File: src/rtl/burst_rd_master_pkg.sv
// Shared definitions for the burst read master: FSM state encoding,
// the zero-word length constant and address helpers.
package burst_rd_master_pkg;

    typedef enum logic [1:0] {
        ST_IDLE  = 2'd0,
        ST_ISSUE = 2'd1,
        ST_DRAIN = 2'd2
    } state_e;

    localparam logic [15:0] ZERO_WORDS = 16'd0;
    localparam logic [31:0] WORD_BYTES = 32'd4;

    // Clear the byte-offset bits so the address points at a whole word.
    function automatic logic [31:0] align_word(input logic [31:0] addr);
        return addr & 32'hFFFF_FFFC;
    endfunction

endpackage

File: src/rtl/sync_fifo.sv
// Synchronous FIFO holding read data for the burst read master.
// DP must be a power of two so the pointers wrap naturally.
// Push and pop in the same cycle are accepted even when full.
module sync_fifo #(
    parameter int DP = 4,
    parameter int DW = 32
) (
    input  logic                   clk,
    input  logic                   rst_n,
    input  logic                   push_i,
    input  logic [DW-1:0]          din_i,
    input  logic                   pop_i,
    output logic [DW-1:0]          dout_o,
    output logic                   valid_o,
    output logic [$clog2(DP):0]    count_o
);

    localparam int AW = $clog2(DP);
    localparam int CW = AW + 1;
    localparam logic [CW-1:0] FULL_C = CW'(DP);

    logic [DW-1:0] mem_q [DP];
    logic [AW-1:0] wr_q;
    logic [AW-1:0] rd_q;
    logic [CW-1:0] cnt_q;
    logic          rd_en_s;
    logic          wr_en_s;

    assign rd_en_s = pop_i && (cnt_q != {CW{1'b0}});
    assign wr_en_s = push_i && ((cnt_q != FULL_C) || rd_en_s);

    // Storage, pointers and occupancy count.
    always_ff @(posedge clk or negedge rst_n) begin
        if (!rst_n) begin
            for (int i = 0; i < DP; i++) begin
                mem_q[i] <= {DW{1'b0}};
            end
            wr_q  <= {AW{1'b0}};
            rd_q  <= {AW{1'b0}};
            cnt_q <= {CW{1'b0}};
        end else begin
            if (wr_en_s) begin
                mem_q[wr_q] <= din_i;
                wr_q        <= wr_q + AW'(1);
            end
            if (rd_en_s) begin
                rd_q <= rd_q + AW'(1);
            end
            case ({wr_en_s, rd_en_s})
                2'b10:   cnt_q <= cnt_q + CW'(1);
                2'b01:   cnt_q <= cnt_q - CW'(1);
                default: cnt_q <= cnt_q;
            endcase
        end
    end

    assign dout_o  = mem_q[rd_q];
    assign valid_o = (cnt_q != {CW{1'b0}});
    assign count_o = cnt_q;

endmodule

File: src/rtl/burst_rd_master.sv
// Burst read master: issues len_i word reads starting at base_addr_i,
// buffers responses in a credit-limited FIFO and streams them out.
// Optional macro BURST_RD_ALIGN_CHK_EN rejects word-misaligned starts
// with an err_o pulse; without it the low address bits are dropped.
module burst_rd_master
    import burst_rd_master_pkg::*;
#(
    parameter int FIFO_DP = 4
) (
    input  logic        clk,
    input  logic        rst_n,
    input  logic        start_i,
    input  logic [31:0] base_addr_i,
    input  logic [15:0] len_i,
    output logic        busy_o,
    output logic        done_o,
    output logic        err_o,
    output logic [31:0] addr_o,
    output logic [31:0] data_o,
    output logic [3:0]  sel_o,
    output logic        we_o,
    output logic        req_valid_o,
    input  logic        req_ready_i,
    input  logic        rsp_valid_i,
    output logic        rsp_ready_o,
    input  logic [31:0] data_i,
    output logic [31:0] dout_o,
    output logic        dout_valid_o,
    input  logic        dout_ready_i
);

    localparam int CW  = $clog2(FIFO_DP) + 1;
    localparam int CW1 = CW + 1;
    localparam logic [CW:0] DP_LIM = CW1'(FIFO_DP);

    state_e        state_q, state_d;
    logic [31:0]   addr_q, addr_d;
    logic [15:0]   req_rem_q, req_rem_d;
    logic [15:0]   pop_rem_q, pop_rem_d;
    logic [CW-1:0] outst_q, outst_d;
    logic          req_valid_q, req_valid_d;
    logic          busy_q, busy_d;
    logic          done_q, done_d;
    logic          err_q, err_d;

    logic [CW-1:0] fifo_cnt_s;
    logic          fifo_valid_s;
    logic [31:0]   fifo_dout_s;
    logic          acc_s;
    logic          pop_s;
    logic          push_s;
    logic          last_pop_s;
    logic          misalign_s;
    logic [CW:0]   sum_next_s;

`ifdef BURST_RD_ALIGN_CHK_EN
    assign misalign_s = (base_addr_i[1:0] != 2'b00);
`else
    assign misalign_s = 1'b0;
`endif

    assign acc_s      = req_valid_q && req_ready_i;
    assign pop_s      = fifo_valid_s && dout_ready_i;
    // Responses only count while a burst is live; stragglers after reset are dropped.
    assign push_s     = rsp_valid_i && (state_q != ST_IDLE);
    assign last_pop_s = pop_s && (pop_rem_q == 16'd1);
    // A push cancels its own outstanding-read decrement, so it does not move the credit sum.
    assign sum_next_s = {1'b0, fifo_cnt_s} + {1'b0, outst_q} + {{CW{1'b0}}, acc_s}
                        - {{CW{1'b0}}, pop_s};

    sync_fifo #(
        .DP (FIFO_DP),
        .DW (32)
    ) u_fifo (
        .clk     (clk),
        .rst_n   (rst_n),
        .push_i  (push_s),
        .din_i   (data_i),
        .pop_i   (pop_s),
        .dout_o  (fifo_dout_s),
        .valid_o (fifo_valid_s),
        .count_o (fifo_cnt_s)
    );

    // Next-state, counter and registered-output computation.
    always_comb begin
        state_d   = state_q;
        addr_d    = addr_q;
        req_rem_d = req_rem_q;
        busy_d    = busy_q;
        done_d    = 1'b0;
        err_d     = 1'b0;
        pop_rem_d = pop_s ? (pop_rem_q - 16'd1) : pop_rem_q;

        case (state_q)
            ST_IDLE: begin
                if (start_i) begin
                    if (misalign_s) begin
                        err_d = 1'b1;
                    end else if (len_i == ZERO_WORDS) begin
                        done_d = 1'b1;
                    end else begin
                        state_d   = ST_ISSUE;
                        busy_d    = 1'b1;
                        addr_d    = align_word(base_addr_i);
                        req_rem_d = len_i;
                        pop_rem_d = len_i;
                    end
                end else begin
                    state_d = ST_IDLE;
                end
            end
            ST_ISSUE: begin
                if (acc_s) begin
                    addr_d    = addr_q + WORD_BYTES;
                    req_rem_d = req_rem_q - 16'd1;
                    state_d   = (req_rem_q == 16'd1) ? ST_DRAIN : ST_ISSUE;
                end else begin
                    state_d = ST_ISSUE;
                end
            end
            ST_DRAIN: begin
                if (last_pop_s) begin
                    state_d = ST_IDLE;
                    busy_d  = 1'b0;
                    done_d  = 1'b1;
                end else begin
                    state_d = ST_DRAIN;
                end
            end
            default: begin
                state_d = ST_IDLE;
                busy_d  = 1'b0;
            end
        endcase

        case ({acc_s, push_s})
            2'b10:   outst_d = outst_q + CW'(1);
            2'b01:   outst_d = outst_q - CW'(1);
            default: outst_d = outst_q;
        endcase

        req_valid_d = (state_d == ST_ISSUE) && (req_rem_d != ZERO_WORDS) &&
                      (sum_next_s < DP_LIM);
    end

    // FSM state, counters and registered outputs.
    always_ff @(posedge clk or negedge rst_n) begin
        if (!rst_n) begin
            state_q     <= ST_IDLE;
            addr_q      <= 32'd0;
            req_rem_q   <= ZERO_WORDS;
            pop_rem_q   <= ZERO_WORDS;
            outst_q     <= {CW{1'b0}};
            req_valid_q <= 1'b0;
            busy_q      <= 1'b0;
            done_q      <= 1'b0;
            err_q       <= 1'b0;
        end else begin
            state_q     <= state_d;
            addr_q      <= addr_d;
            req_rem_q   <= req_rem_d;
            pop_rem_q   <= pop_rem_d;
            outst_q     <= outst_d;
            req_valid_q <= req_valid_d;
            busy_q      <= busy_d;
            done_q      <= done_d;
            err_q       <= err_d;
        end
    end

    assign busy_o       = busy_q;
    assign done_o       = done_q;
    assign err_o        = err_q;
    assign addr_o       = addr_q;
    assign data_o       = 32'd0;
    assign sel_o        = 4'hf;
    assign we_o         = 1'b0;
    assign req_valid_o  = req_valid_q;
    assign rsp_ready_o  = 1'b1;
    assign dout_o       = fifo_dout_s;
    assign dout_valid_o = fifo_valid_s;

endmodule

File: config.mk
export PLATFORM = sky130hd
export DESIGN_NAME = burst_rd_master
export DESIGN_NICKNAME = d
export VERILOG_FILES = /design/src/rtl/burst_rd_master_pkg.sv /design/src/rtl/sync_fifo.sv /design/src/rtl/burst_rd_master.sv
export SDC_FILE = /design/constraint.sdc
export NUM_CORES = 1
export LEC_CHECK = 0
export BUFFER_PORTS_ARGS = -buffer_cell sky130_fd_sc_hd__buf_2
export CAP_MARGIN = 20
export CORE_MARGIN = 2
export CORE_UTILIZATION = 45
export CTS_CLUSTER_DIAMETER = 60
export DETAILED_ROUTE_END_ITERATION = 7
export HOLD_SLACK_MARGIN = 0.15
export PLACE_DENSITY_LB_ADDON = 0.15
export SLEW_MARGIN = 5
export SYNTH_ARGS = -nofsm -noshare
export SYNTH_HDL_FRONTEND = slang
export SYNTH_SLANG_ARGS = --single-unit
File: constraint.sdc
create_clock -name clk -period 6.6 [get_ports clk]
set_input_delay 0.66 -clock clk [delete_from_list [all_inputs] [get_ports clk]]
set_output_delay 0.66 -clock clk [all_outputs]
set_load 0.01 [all_outputs]
==> out/results.ini <==
[outcome]
status=finished, final reports clean

[critical_path]
cp_data_arrival_time_ns=3.63
end_kind=flop
cp_max_fo=7
start_kind=flop
worstSetupPathType=flop to flop
cp_data_required_time_ns=7.04

[global_routing]
track_usage=0.194
grt_pass1_wl_mm=38.3
antenna_found_initial=2
grt_max_degree=104
grt-ovfl-total=0
grt_pass1_vias=7441

[yosys]
yosys_warnings=0
synth-main-ff-cell=dfrtp_1
synth_area_leaders=dfrtp_1 (49%), mux2_2 (14%), mux4_2 (6.9%), nand2_1 (3.1%), buf_4 (2.9%)
postSynthCellCount=907
yosysUniqueCellTypes=68
synth_edf_count=0
synth.avg_cell_area_sq_um=11.5
synth_top_area_cell=dfrtp_1
syn_area_sq_mm=0.0104
ys_seq_elements=205
synthDominantCellAreaShare=0.492
ys_seq_area_frac=0.492
async_flop_share=1.00

[sta]
period_share=0.483
finalSetupViolations=0
worst_pin_slew_ns=0.848
fmaxAchievable_mhz=313
fin_crit_ns=3.19
rsz0062_at_grt=false
final.setup.tns_ns=0
slew_headroom=0.435
fin_worst_skew_ns=0.0133
finalMaxSlewViolations=0
hold_violations=0

[job]
drv_cap=0

[placed_design]
place_hpwl_mm=15.5
place_area_sq_mm=0.0113
port_buffers=149
place.gp.congestion=0.810

[clock_tree]
clk_latency_ns=0.51
cts_tree=yes
cts_root_buffer=clkbuf_16
clkTransAtPathRegs_ns=0.06
htreeDepth=1
postCtsSetupBuffers=0
cts_sinks=205
holdBufCountCts=0
cts_buffer_depth=3
cts_resized=0
cts_buffers=25

[route]
postRouteAntennaNets=0
avgViaCountPerCell=5.53
drt_pre_antenna_iters=5
vias=7474
drtIter0Drc=393
post_drt_wl_per_cell_microns=17.6
drc_errors=0
wirelength_mm=23.7

[floorplan]
ios=193
rows=55
die_h_microns=156
chipWidth_microns=156
start_util=0.460
die_area_sq_mm=0.0244
core_area_sq_mm=0.0227

[power]
power_w=0.00550
leakage_nw=5.49
clkPwrFrac=0.243
internal-power_w=0.00373
ir_worst_vdd_mv=0.182
power.density_mw_per_mm2=452
p_comb_frac=0.370
p_seq_frac=0.386
p_sw_w=0.00177
swShare=0.322

[min_path]
hp-class=input port to async pin

[layout]
drive_gt1_frac=0.352
syn2layout_area_growth_pct=16.5
nNetsFinal=1154
fill_cells=2000
final_cell_area_sq_mm=0.0122

[critical path, stage by stage (launching register included)]
cell and delay, ns:
dfrtp_1 0.45, o31ai_1 0.75, inv_1 0.24, ha_1 0.35, inv_1 0.04, ha_1 0.26, a21o_1 0.19, a211oi_1 0.30
nand2_1 0.08, o21ai_0 0.07, a22o_1 0.19, nand2_1 0.06, a31oi_1 0.13
[worst paths after layout]
check	startpoint	end	slack, ns	depth (start not counted)
setup / recovery	u_fifo.count_o[0]	req_valid_o	3.41	12
hold / removal	rst_n	u_fifo.mem_q[103]	0.24	1
setup reg to reg	u_fifo.count_o[0]	req_valid_o	3.41	12
hold reg to reg	u_fifo.rd_q[0]	u_fifo.rd_q[0]	0.47	1
max in group asynchronous	rst_n	addr_o[6]	5.00	2
min in group clk	base_addr_i[3]	addr_o[3]	0.41	3
[Yosys cell counts, drive strengths merged, types with 17 or more instances]
master	number
inv	30
nand3	19
nand2	86
buf	58
nor2	37
o21ai	46
dfrtp	205
mux2	128
clkbuf	29
mux4	32
a21oi	49
ha	17
[power groups by stage]
stage / Combinational, W / Sequential (W) / Clock [W]
3_3_place_gp: 0.00203 / 0.00213 / 0
3_5_place_dp: 0.00206 / 0.00214 / 0
5_1_grt: 0.00226 / 0.00219 / 0.00142
2_1_floorplan: 0.00155 / 0.00204 / 0
6_report: 0.00204 / 0.00212 / 0.00134
4_1_cts: 0.00207 / 0.00212 / 0.00137
[layer usage]
metal / GRT usage / wire length [microns] / share of wire / vias to the layer above
met5: 0 / 7 / 0.00029 / -
met4: 0.0441 / 358 / 0.015 / 2
met3: 0.0385 / 1550 / 0.065 / 27
met2: 0.328 / 11400 / 0.48 / 229
met1: 0.259 / 10400 / 0.44 / 3708
li1: - / - / - / 3508
[cell families after synthesis]
group	Yosys count	share of synthesized area
AO/OA/AOI/OAI	162	0.0958
XOR/XNOR	23	0.0193
adder cells (fa/ha/maj)	19	0.0242
buffers and inverters	117	0.0569
flip-flops	205	0.492
multiplexers	162	0.209
other	2	0.000720
AND/OR/NAND/NOR	217	0.102
[registers in the layout (all words and copies together) (netlist names), 2 cells and up]
name            cells
req_rem_q          16
u_fifo.count_o      3
outst_q             3
u_fifo.rd_q         2
u_fifo.mem_q      128
u_fifo.wr_q         2
pop_rem_q          16
addr_o             30
state_q             2
[cell type report]
type / instances / area [sq um] / share of cell area
flip-flops and latches: 205 / 5130 / 0.422
well taps: 285 / 357 / 0.0293
diodes: 1 / 2.50 / 0.000206
repair buffers: 163 / 860 / 0.0707
clock inverters: 5 / 32.5 / 0.00268
multi-input cells: 624 / 4880 / 0.401
clock buffers: 38 / 785 / 0.0645
inverters: 30 / 113 / 0.00926
[cell usage in the layout (no fill, tap or decap), types with 17 or more instances in the layout]
cell and instances:
a21oi_1 49, buf_2 148, clkbuf_16 25, conb_1 41
dfrtp_1 204, ha_1 17, inv_1 30, mux2_2 128
mux4_2 32, nand2_1 86, nand3_1 19, nor2_1 37
o21ai_0 45
[stage by stage]
| step | instances | worst slack, ns | util | hold slack (ns) |
|---|---|---|---|---|
| after global routing | 1350 | 3.01 | 0.535 | 0.310 |
| after global placement | 1306 | 3.25 | 0.499 | 0.454 |
| after floorplan | 946 | 3.81 | - | 0.364 |
| final | 1351 | 3.41 | 0.535 | 0.237 |
| after detailed placement | 1306 | 3.25 | 0.499 | 0.460 |
| after CTS | 1349 | 3.35 | 0.535 | 0.288 |
Power figures use the tool's default switching activity.
